--- src/rtl/md_stall_ctrl.sv ---
// md_stall_ctrl -- hazard/stall controller for the multiply-divide unit.
//
// Shadows the MD unit's busy window with its own FSM and down-counter. It
// raises stall_md (combinational) when a D-stage MD instruction would collide
// with an MD op that is starting in E or still in flight. It pulses md_done in
// the first cycle HI/LO hold the new result. It sets a sticky md_err if the
// shadow disagrees with md_busy, or if a start arrives while already busy.
//
// Ports:
//   clk, reset    rising-edge clock, synchronous active-high reset
//   d_md_op       D-stage instruction is one of the 8 MD instructions
//   e_start       E-stage mult/multu/div/divu (MD unit start)
//   e_is_div      qualifies e_start: 1 = div/divu, 0 = mult/multu
//   md_busy       busy output of the MD unit
//   stall_md      freeze PC + F/D and bubble E
//   md_done       1-cycle pulse when the result lands in HI/LO
//   md_err        sticky desync / illegal-start flag
//   state         00 IDLE, 01 MUL, 10 DIV, 11 DONE (debug)
//   cycles_left   remaining busy cycles (debug)
module md_stall_ctrl #(
  parameter int unsigned MULT_CYCLES = 5,
  parameter int unsigned DIV_CYCLES  = 10,
  parameter int unsigned CW          = 4
) (
  input  logic          clk,
  input  logic          reset,
  input  logic          d_md_op,
  input  logic          e_start,
  input  logic          e_is_div,
  input  logic          md_busy,
  output logic          stall_md,
  output logic          md_done,
  output logic          md_err,
  output logic [1:0]    state,
  output logic [CW-1:0] cycles_left
);

  typedef enum logic [1:0] {
    S_IDLE = 2'b00,
    S_MUL  = 2'b01,
    S_DIV  = 2'b10,
    S_DONE = 2'b11
  } st_t;

  st_t          st_q;
  logic [CW-1:0] cl_q;
  logic          done_q;
  logic          err_q;
  logic          busy_shadow;

  assign busy_shadow = (st_q == S_MUL) || (st_q == S_DIV);

  // A start in E also stalls: the MD unit only raises md_busy the cycle after.
  assign stall_md    = d_md_op & (e_start | md_busy | busy_shadow);

  assign state       = st_q;
  assign cycles_left = cl_q;
  assign md_done     = done_q;
  assign md_err      = err_q;

  always_ff @(posedge clk) begin
    if (reset) begin
      st_q   <= S_IDLE;
      cl_q   <= '0;
      done_q <= 1'b0;
      err_q  <= 1'b0;
    end else begin
      done_q <= 1'b0;
      case (st_q)
        S_IDLE, S_DONE: begin
          // DONE accepts a back-to-back start exactly like IDLE.
          if (e_start && e_is_div) begin
            st_q <= S_DIV;
            cl_q <= CW'(DIV_CYCLES);
          end else if (e_start) begin
            st_q <= S_MUL;
            cl_q <= CW'(MULT_CYCLES);
          end else begin
            st_q <= S_IDLE;
            cl_q <= '0;
          end
        end
        default: begin
          // Busy: count down, never below zero. A start here should have been
          // stalled upstream, so it is dropped and flagged.
          if (cl_q <= CW'(1)) begin
            st_q   <= S_DONE;
            cl_q   <= '0;
            done_q <= 1'b1;
          end else begin
            cl_q <= cl_q - CW'(1);
          end
          if (e_start) err_q <= 1'b1;
        end
      endcase
      if (busy_shadow != md_busy) err_q <= 1'b1;
    end
  end

endmodule

--- config.mk ---
export PLATFORM = sky130hd
export DESIGN_NAME = md_stall_ctrl
export DESIGN_NICKNAME = d
export VERILOG_FILES = /design/src/rtl/md_stall_ctrl.sv
export SDC_FILE = /design/constraint.sdc
export NUM_CORES = 1
export LEC_CHECK = 0
export CAP_MARGIN = 20
export CORE_AREA = 4 4 41 43
export DETAILED_ROUTE_END_ITERATION = 8
export DIE_AREA = 0 0 45 47
export HOLD_SLACK_MARGIN = 0.15
export PLACE_DENSITY = 0.65
export SYNTH_ARGS = -nofsm -noshare
export SYNTH_HDL_FRONTEND = slang
export SYNTH_SLANG_ARGS = --single-unit
--- constraint.sdc ---
create_clock -name clk -period 3.8 [get_ports clk]
set_input_delay 0.76 -clock clk [delete_from_list [all_inputs] [get_ports clk]]
set_output_delay 0.76 -clock clk [all_outputs]
set_load 0.005 [all_outputs]
==> impl_metrics.yaml <==
routing:
  drtIter0Drc: 4
  remaining_drc_errors: 0
  routedWlPerCell_um: 12.2
  routed_via_density: 4.92
  drtPass1Iterations: 2
  drtAntennaViolNets: 0
  finalWirelength_um: 900
  vias: 364
cts:
  cts_inserted_buffers: 3
  cts_root_buf: "clkbuf_4"
  post-cts-setup-buffer-count: 0
  ctsResizeCount: 0
  clock-sinks: 8
  cts_max_level: 1
  insertion_delay_ns: 0.26
  cts_tree: "yes"
  postCtsHoldBufs: 0
  clockBufferDepth: 2
  clk_pin_slew_ns: 0.06
die:
  rows: 13
  die_h_um: 47
  die_x_um: 45
  die_area_um2: 2120
  start_util: 0.313
  design.portCount: 15
  fp.coreArea_um2: 1300
setup_path:
  critPathSlowestCell: "clkdlybuf4s50_1"
  crit_chain: "clkdlybuf4s50_1, o31a_1, clkdlybuf4s50_1"
  arrival_ns: 1.99
  crit_buf_inv: 2
  critPathMaxFanout: 5
  crit_type: "in2out"
  critPathLaunchType: "input pin"
  endpoint_kind: "primary output"
  critPathMaxStageDelay_ns: 0.47
  required_ns: 3.04
  path_common_cell: "clkdlybuf4s50_1"
  crit_family: "buffers and inverters"
final_layout:
  final_area_um2: 581
  diodes: 0
  areaGrowthSynthToFinish_pct: 42.3
  finish.net_count: 71
  drive_above_1_share: 0.102
  final_util: 0.446
  final_cells: 74
placement:
  io_buffer_count: 14
  gp_congestion: 0.766
  post-dp-hpwl_um: 686
  placed_cells: 71
  detailed_place.area_um2: 558
sta:
  finClkSkew_ns: 0.00140
  post-route-period-util: 0.725
  hold_ws_ns: 0.451
  maxClockFrequency_mhz: 363
  hold_viol_final: 0
  worst_pin_slew_ns: 0.343
  fin_crit_ns: 2.75
  rsz0062_at_grt: "false"
  finalSetupViolCount: 0
  fin_tns_setup_ns: 0
  slew_headroom: 0.771
  drv_slew: 0
job:
  maxCapViolations: 0
yosys:
  syn_inst: 44
  avgSynthCellArea_um2: 9.27
  synth_seq_area_share: 0.393
  yosysWarnings: 0
  synth-simple-area-share: 0.178
  synth_xor_area_frac: 0.0215
  synth_compound_area_frac: 0.209
  async_reset_ff_frac: 0
  syn_area_um2: 408
  synth.distinct_cells: 21
  synth.area.mux_share: 0
  synth_top_area_cell: "dfxtp_1"
  synth_edf_count: 0
  yosysTopAreaCellShare: 0.393
  synth_ff_type: "dfxtp_1"
  synthAdderAreaFrac: 0.123
  netlist_top_cells_area: "dfxtp_1 39%, ha_1 12%, nand3b_1 7.4%"
  synth_nets: 54
  ys_seq_elements: 8
  synth_top_family_by_area: "compound AO/OA/AOI/OAI gates"
grt:
  grtUsageMet3: 0.0805
  grt.met2_usage: 0.147
  overflow: 0
  busiest_layer: "met2"
  use_met1: 0.124
  antenna_found_initial: 0
  grt_use_total: 0.108
  grt_pass1_wl_mm: 1.55
  grt_max_degree: 13
  grt_pass1_vias: 358
power_and_ir_drop:
  peakVddDrop_uv: 367
  leakage_uw: 0.000222
  power.density_nw_per_um2: 770
status:
  status: "finished, final reports clean"
min_path:
  hold_class: "reg2reg"
==> metal layers <==
| metal | part of all wire | up-vias | routed length (µm) |
|---|---|---|---|
| met5 | 0 | - | 0 |
| met2 | 0.45 | 10 | 402 |
| li1 | - | 186 | - |
| met3 | 0.089 | 2 | 80 |
| met1 | 0.45 | 166 | 407 |
| met4 | 0.010 | 0 | 9 |
==> Yosys cell counts (2+ instances only) <==
cell / number
ha_1: 4
a311oi_1: 2
nor2_1: 2
a21oi_1: 4
nand3b_1: 4
dfxtp_1: 8
inv_1: 6
==> layout by cell type, fill, tap and decap left out, types with 2 or more instances in the layout <==
master	netlist	final
a311oi_1	2	2
nand3b_1	4	4
nor2_1	2	2
inv_1	6	6
ha_1	4	4
clkbuf_4	0	3
dfxtp_1	8	8
a21oi_1	4	4
clkdlybuf4s50_1	0	14
==> cell families after synthesis <==
| logic type | Yosys count |
|---|---|
| simple gates | 11 |
| fa+ha+maj | 4 |
| xor+xnor | 1 |
| flops | 8 |
| buf+inv | 8 |
| compound gates | 12 |
==> through the flow <==
step           total power, µW  setup slack, ns
3_3_place_gp               380             1.07
6_report                   447             1.05
3_5_place_dp               383             1.06
2_1_floorplan              288             1.89
5_1_grt                    488             1.04
4_1_cts                    453             1.05
==> final timing paths <==
kind,startpoint,endpoint,slack [ns],cells after the start
min,md_err,md_err,0.45,2
min reg2reg,md_err,md_err,0.45,2
max,e_start,stall_md,1.05,3
max reg2reg,state[0],cycles_left[1],2.41,4
==> tightest hold or removal path, stage by stage, from the launching register on <==
cell	delay (ns)
dfxtp_1	0.31
inv_1	0.05
a21oi_1	0.05
==> sequential cells by signal, summed over array words and instances, names as in the netlist <==
signal / count
md_err: 1
md_done: 1
state: 2
cycles_left: 4
==> cell type report <==
class | count | area [µm²]
clock buffer | 3 | 22.5
fill | 139 | 721
inverter | 6 | 22.5
multi-input combinational | 28 | 216
sequential | 8 | 160
tap | 15 | 18.8
timing repair buffer | 14 | 140
==> power breakdown <==
part,switching [µW],internal [µW],leakage [µW]
Clock,30.9,36.3,0.0000138
Sequential,26.0,115,0.0000661
Combinational,112,127,0.000142
Total,169,278,0.000222
Note: power is estimated with default switching activity, not from simulation.
